<file path="config.mk">
export PLATFORM = sky130hd
export DESIGN_NAME = if_fetch_unit
export DESIGN_NICKNAME = d
export VERILOG_FILES = /design/src/rtl/if_fetch_unit.sv
export SDC_FILE = /design/constraint.sdc
export NUM_CORES = 1
export LEC_CHECK = 0
export CAP_MARGIN = 20
export CORE_MARGIN = 2
export CORE_UTILIZATION = 59
export DETAILED_ROUTE_END_ITERATION = 8
export GPL_TIMING_DRIVEN = 0
export HOLD_SLACK_MARGIN = 0.05
export PLACE_DENSITY = 0.95
export SLEW_MARGIN = 5
export SYNTH_ARGS = -nofsm -noshare
export SYNTH_HDL_FRONTEND = slang
export SYNTH_SLANG_ARGS = --single-unit
</file>
<file path="constraint.sdc">
create_clock -name clk -period 5.3 [get_ports clk]
set_clock_uncertainty 0.15 [all_clocks]
set_input_delay 1.59 -clock clk [delete_from_list [all_inputs] [get_ports clk]]
set_output_delay 1.59 -clock clk [all_outputs]
set_load 0.03 [all_outputs]
</file>
<file path="src/rtl/if_fetch_unit.sv">
// Instruction-fetch stage: owns the PC, issues one instruction-memory read at a
// time, and drives the IF/ID register with MIPS delay-slot branch handling.
module if_fetch_unit #(
  parameter logic [31:0] RESET_PC = 32'hBFC0_0000
) (
  input  logic        clk,
  input  logic        rst,
  input  logic        stall,
  input  logic        flush,
  input  logic [31:0] flush_pc,
  input  logic        branch_flag,
  input  logic [31:0] branch_addr,
  output logic        rom_en,
  output logic [31:0] rom_addr,
  input  logic        rom_ready,
  input  logic        rom_rvalid,
  input  logic [31:0] rom_rdata,
  output logic [31:0] id_pc,
  output logic [31:0] id_inst,
  output logic        id_valid
);

  typedef enum logic [1:0] {S_REQ, S_WAIT, S_FULL, S_DROP} state_t;

  state_t      r_state;
  logic [31:0] r_pc;
  logic [31:0] r_inflight_pc;
  logic [31:0] r_buf_pc;
  logic [31:0] r_buf_inst;
  logic        r_redirect_pending;
  logic [31:0] r_redirect_target;
  logic [31:0] r_id_pc;
  logic [31:0] r_id_inst;
  logic        r_id_valid;

  logic        w_req_fire;
  logic        w_deliver_mem;
  logic        w_deliver_buf;
  logic        w_branch_take;
  logic        w_outstanding;
  logic [31:0] w_seq_pc;
  logic [31:0] w_slot_pc;
  logic [31:0] w_after_slot_pc;

  assign w_req_fire      = (r_state == S_REQ) && rom_ready;
  assign w_deliver_mem   = (r_state == S_WAIT) && rom_rvalid && !stall;
  assign w_deliver_buf   = (r_state == S_FULL) && !stall;
  assign w_branch_take   = branch_flag && r_id_valid && !stall;
  assign w_seq_pc        = r_redirect_pending ? r_redirect_target : r_pc + 32'd4;
  assign w_slot_pc       = r_id_pc + 32'd4;
  assign w_after_slot_pc = r_id_pc + 32'd8;

  // A response still owed by memory after this edge must be swallowed in DROP.
  assign w_outstanding = w_req_fire ||
                         (((r_state == S_WAIT) || (r_state == S_DROP)) && !rom_rvalid);

  assign rom_en   = (r_state == S_REQ) && !rst;
  assign rom_addr = r_pc;
  assign id_pc    = r_id_pc;
  assign id_inst  = r_id_inst;
  assign id_valid = r_id_valid;

  always_ff @(posedge clk) begin
    if (rst) begin
      r_state            <= S_REQ;
      r_pc               <= RESET_PC;
      r_inflight_pc      <= RESET_PC;
      r_buf_pc           <= 32'd0;
      r_buf_inst         <= 32'd0;
      r_redirect_pending <= 1'b0;
      r_redirect_target  <= 32'd0;
      r_id_pc            <= 32'd0;
      r_id_inst          <= 32'd0;
      r_id_valid         <= 1'b0;
    end else if (flush) begin
      r_pc               <= flush_pc;
      r_redirect_pending <= 1'b0;
      r_id_pc            <= 32'd0;
      r_id_inst          <= 32'd0;
      r_id_valid         <= 1'b0;
      r_state            <= w_outstanding ? S_DROP : S_REQ;
    end else begin
      case (r_state)
        S_REQ: begin
          if (rom_ready) begin
            r_inflight_pc      <= r_pc;
            r_pc               <= w_seq_pc;
            r_redirect_pending <= 1'b0;
            r_state            <= S_WAIT;
          end
        end
        S_WAIT: begin
          if (rom_rvalid) begin
            if (stall) begin
              r_buf_pc   <= r_inflight_pc;
              r_buf_inst <= rom_rdata;
              r_state    <= S_FULL;
            end else begin
              r_state <= S_REQ;
            end
          end
        end
        S_FULL: begin
          if (!stall) r_state <= S_REQ;
        end
        S_DROP: begin
          if (rom_rvalid) r_state <= S_REQ;
        end
        default: r_state <= S_REQ;
      endcase

      if (w_deliver_mem) begin
        r_id_pc    <= r_inflight_pc;
        r_id_inst  <= rom_rdata;
        r_id_valid <= 1'b1;
      end else if (w_deliver_buf) begin
        r_id_pc    <= r_buf_pc;
        r_id_inst  <= r_buf_inst;
        r_id_valid <= 1'b1;
      end else if (!stall) begin
        r_id_pc    <= 32'd0;
        r_id_inst  <= 32'd0;
        r_id_valid <= 1'b0;
      end

      // Delay slot is always fetched; only the address after it is redirected.
      if (w_branch_take) begin
        if (r_pc == w_slot_pc) begin
          if (w_req_fire) begin
            r_pc <= branch_addr;
          end else begin
            r_redirect_pending <= 1'b1;
            r_redirect_target  <= branch_addr;
          end
        end else if (r_pc == w_after_slot_pc) begin
          r_pc <= branch_addr;
        end
      end
    end
  end

endmodule
</file>
* Word-level counts from Yosys, hierarchy flattened *
Cells that the tools add are included.

cells by class
  add/subtract/negate cells = 3
  eq/ne operators = 10
  muxes and demuxes = 29
  bitwise gates (word level) = 2
  reductions and logical operators = 19

operators by type and width
  cell                                                    count
  two-way mux 32 bit                                      13
  adder 32 x 3 -> 32 bit (second input constant)          2
  == test 32 bit                                          2
  adder 32 x 4 -> 32 bit (second input constant)          1
  two-way mux 2 bit                                       7
  inequality test 3 bit (second input constant)           4
  AND reduction 4 bit                                     3
  logical AND 1 bit                                       8
  two-way mux 1 bit                                       8
  one-hot mux 2 bit (4 select lines)                      1
  == test 2 bit (second input constant)                   2
  logical NOT 1 bit                                       3
  inequality test 3 x 1 -> 1 bit (second input constant)  1
  AND reduction 3 bit                                     1
  == test 2 x 1 -> 1 bit (second input constant)          1
  logical NOT 2 bit                                       1
  logical OR 1 bit                                        2
  NOT 1 bit                                               2
  OR reduction 2 bit                                      1

word-level totals
  bits in registers = 228
  input port bits = 103
  output and inout port bits = 98
  word-level logic and storage cells = 73

* Depth between registers and ports, before layout *
  word-level depth = 8
  depth in mapped cells = 14
  mapped depth without buffers = 10

* Worst setup path after synthesis *
OpenSTA, ideal clock, no wires.

  path kind = input to output
  from = in rst
  to = out rom_en
  arrival = 2610 ps
  required time = 3560 ps
  setup slack = 950 ps
  stages = 3
  path buffers = 2
  path through = clkbuf_1 > clkbuf_1 > nor3_1

between the ends
  cells in the longest elaborated chain, start to end = 2

ends and longest elaborated chain
  item               RTL line  text
  from (decl)        7         input logic rst,
  logical NOT 1 bit  57        assign rom_en = (r_state == S_REQ) && !rst;
  logical AND 1 bit  57
  to (decl)          13        output logic rom_en,

Every way passes these cells.

* Worst setup path in the final report *
Ends and elaborated chain as after synthesis.

==> key figures <==
Worst setup path
  – Startpoint Class: input pin
  – Critical path required time: ~3.6 ns
  – Setup CP Type: input pin to output pin
  – Crit path launch: rst
  – Crit Path Max Fanout: 10
  – Worst R2R Start: rom_addr[19]
  – Data arrival time of the worst path: 3.44 ns
  – Critical Path End Type: output pin

CTS
  – CTS Sinks: roughly 230
  – CTS Buffer Depth: 3
  – Clock root buffer: clkbuf_16
  – Num CTS Buffers: 24
  – Clock Latency Late Sink: 0.53 ns
  – H-tree Lvls: 1
  – CTS tree: done
  – CTS clk-pin slew, worst paths: about 0.06 ns

Routing
  – Drt first pass iters: 8
  – Post-route ant nets: 0
  – Initial DRC count: around 2000
  – Avg WL per Cell: 22.8 um
  – Vias/cell: 6.66
  – WL final: between 50 and 60 mm
  – Drc violations: 0
  – Routed vias: 15000

Synth
  – Yosys warns: 0
  – FF+latch count, synth: between 200 and 250
  – Post-synth EDFFs: 0
  – Async set-reset flop share out of synthesis: 0%
  – Cell Area, Synth: 0.0127 mm2
  – Register area share after synthesis: a little over a third
  – Ys flop type: dfxtp_1
  – Syn Inst Count: roughly 1700
  – Syn_area_per_cell: a little over 7 um2
  – Yosys cell types: 87
  – Syn Nets: 1846

Pwr
  – Power Total: 4290 uW
  – Power Density: between 200 and 300 mW/mm2
  – VDD IR max: roughly 0.23 mV
  – Lkg Pwr: 0.00526 uW

Cells and area
  – Final cell count without fillers: about 2300
  – Register Area: between 0.004 and 0.005 mm2
  – Area of the multi-input gates: 0.00732 mm2
  – # fillers: ~1500
  – Layout cells sized above 1: 4.99%
  – Area Overhead vs Synth: 25.2%
  – Final net count: 2071

Global routing
  – Vias in the first global route: 14000
  – Antenna violations before repair: 1
  – First-pass GRT wire length: 77.4 mm
  – Largest net degree at the start of global routing: 15
  – Overflow after GRT: 0
  – GR Util All Layers: 44.0%

Floorplan
  – Io pins: 201
  – Core area: around 0.021 mm2
  – Std cell rows: 53
  – Die Wd: 151 um
  – Initial Util: around 60%
  – Die Footprint: 0.0227 mm2
  – Die height: 151 um

Outcome
  – Status: finished clean

STA
  – Minimum clock period: about 5.2 ns
  – Final Hold Fails: 0
  – Post-route clock period utilization: 97.7%
  – RSZ-0062 raised after global routing: false
  – Slew Viols, Final: 0
  – Slew HR: about 22%
  – # setup viols final: 0
  – Max frequency: 0.193 GHz
  – Worst Tran Pin Value: roughly 1.2 ns

Worst hold path
  – Hold path start: r_buf_pc[19]
  – Worst min path class: flop to flop

Place
  – Post-DP HPWL: 37.8 mm
  – Dpl cells: 2213
  – Port Buffers: 198
  – GPL Wtd Cong: about 1.1

Flow run
  – Max-Cap Viols: 0
==> cells in the mapped netlist, drive strengths merged (4+ instances only) <==
| master | number | area, um2 |
|---|---|---|
| xnor2 | 41 | 359 |
| and3 | 5 | 31.3 |
| nand4 | 38 | 265 |
| a22oi | 66 | 495 |
| and2 | 10 | 62.6 |
| o21a | 11 | 83.8 |
| dfxtp | 228 | 4560 |
| o21ai | 44 | 220 |
| a2bb2oi | 4 | 35.0 |
| a221o | 12 | 120 |
| nand2b | 8 | 50.1 |
| a211oi | 11 | 82.6 |
| xor2 | 25 | 219 |
| nor2b | 13 | 81.3 |
| o21bai | 5 | 37.5 |
| nand3b | 6 | 45.0 |
| a221oi | 13 | 114 |
| o22ai | 17 | 106 |
| nor4 | 26 | 178 |
| mux2i | 4 | 40.0 |
| and4 | 8 | 70.1 |
| nand3 | 35 | 193 |
| o41ai | 8 | 77.6 |
| buf | 58 | 293 |
| inv | 32 | 120 |
| nand2 | 322 | 1210 |
| a32oi | 6 | 52.6 |
| or2 | 5 | 31.3 |
| o31ai | 16 | 120 |
| a21o | 7 | 52.6 |
| o211ai | 4 | 30.0 |
| nor2 | 193 | 724 |
| or3 | 8 | 50.1 |
| o22a | 5 | 43.8 |
| a211o | 6 | 52.6 |
| a31oi | 15 | 93.8 |
| nor3 | 33 | 181 |
| nor3b | 6 | 45.0 |
| clkbuf | 96 | 362 |
| a21oi | 246 | 1230 |
==> metal layers <==
layer  part of all wire (%)  GRT usage (%)  vias up  wire length [um]
met1                     39           59.3     7093             20000
met4                    5.1           20.3        0              2620
li1                       -              -     6628                 -
met3                     13           9.97      221              6570
met2                     43           66.8     1107             22200
met5                      0              0        -                 0
==> sequential cells by signal (all words and copies together) (netlist names) <==
name and count:
id_inst 32, id_pc 32, id_valid 1, r_buf_inst 32
r_buf_pc 32, r_inflight_pc 32, r_redirect_pending 1, r_redirect_target 32
r_state 2, rom_addr 32
==> cells in the final DEF, fill, tap and decap left out, types with 9 or more instances in the layout <==
master,netlist,final
and2_1,10,10
a21oi_1,246,246
xnor2_1,41,41
buf_4,9,9
nor2b_1,13,13
buf_2,21,21
a221oi_1,13,13
clkbuf_16,0,25
buf_1,26,26
nor4_1,25,25
inv_1,32,32
o31ai_1,16,16
a31oi_1,15,15
nand4_1,35,35
clkdlybuf4s50_1,0,197
a221o_1,12,12
clkbuf_1,95,95
nor2_1,193,193
nor3_1,31,31
o22ai_1,17,17
nand2_1,322,322
a211oi_1,11,11
nand3_1,33,33
dfxtp_1,228,228
o21a_1,10,10
a22oi_1,66,66
xor2_1,25,25
o21ai_0,43,43
==> worst paths after layout <==
path / cells after the start / to / slack, ns
max reg2reg: 12 / r_redirect_target[1] / 0.47
min: 2 / r_buf_pc[19] / 0.31
min reg2reg: 2 / r_buf_pc[19] / 0.31
max: 5 / rom_en / 0.12
==> per-stage QoR <==
| step | hold WS [ns] | cell area (um2) | utilization, % | worst slack [ns] | TNS (ns) |
|---|---|---|---|---|---|
| floorplan | 0.279 | 12700 | - | 0.950 | 0 |
| global placement | 0.286 | 15000 | 71.3 | -0.497 | -0.497 |
| detailed placement | 0.296 | 15000 | 71.3 | -0.514 | -0.514 |
| CTS | 0.305 | 15800 | 75.4 | 0.189 | 0 |
| global route | 0.323 | 15800 | 75.4 | 0.109 | 0 |
| finish | 0.305 | 15900 | 75.4 | 0.123 | 0 |
==> area by class of cell <==
| cell class | count | area share (%) |
|---|---|---|
| repair buffers | 199 | 12.5 |
| clock inverters | 16 | 1.36 |
| flip-flops and latches | 228 | 28.8 |
| well taps | 275 | 2.17 |
| clock buffers | 27 | 3.99 |
| diodes | 1 | 0.0158 |
| inverters | 33 | 0.781 |
| plain buffers | 154 | 4.14 |
| multi-input cells | 1325 | 46.2 |
==> cells by family after synthesis <==
group | after synthesis | synth area share [%]
muxes | 5 | 0.405
adders and majority gates | 3 | 0.296
AOI/OAI and AO/OA | 524 | 26.3
buffers and inverters | 187 | 6.14
xor gates and xnor gates | 66 | 4.56
DFF | 228 | 36.0
and+or+nand+nor | 727 | 26.3
==> worst max-delay path, cell delays in order <==
cell	delay, ns
clkdlybuf4s50_1	0.48
clkbuf_2	0.31
clkbuf_2	0.36
nor3_1	0.25
dlygate4sd2_1	0.43
==> power by group <==
| group | internal [uW] | total [uW] | switching [uW] | leakage (uW) |
|---|---|---|---|---|
| Sequential | 1750 | 1800 | 50.1 | 0.00185 |
| Clock | 1110 | 1850 | 742 | 0.000422 |
| Combinational | 232 | 636 | 404 | 0.00299 |
==> timing repair <==
| item | 4_1_cts | 5_1_grt |
|---|---|---|
| setup buffers | 0 | 0 |
| hold buffers | 0 | 0 |
| setup endpoints to repair | 1 | 0 |
| resized for setup | 3 | 0 |
(Power assumes the default switching activity.)
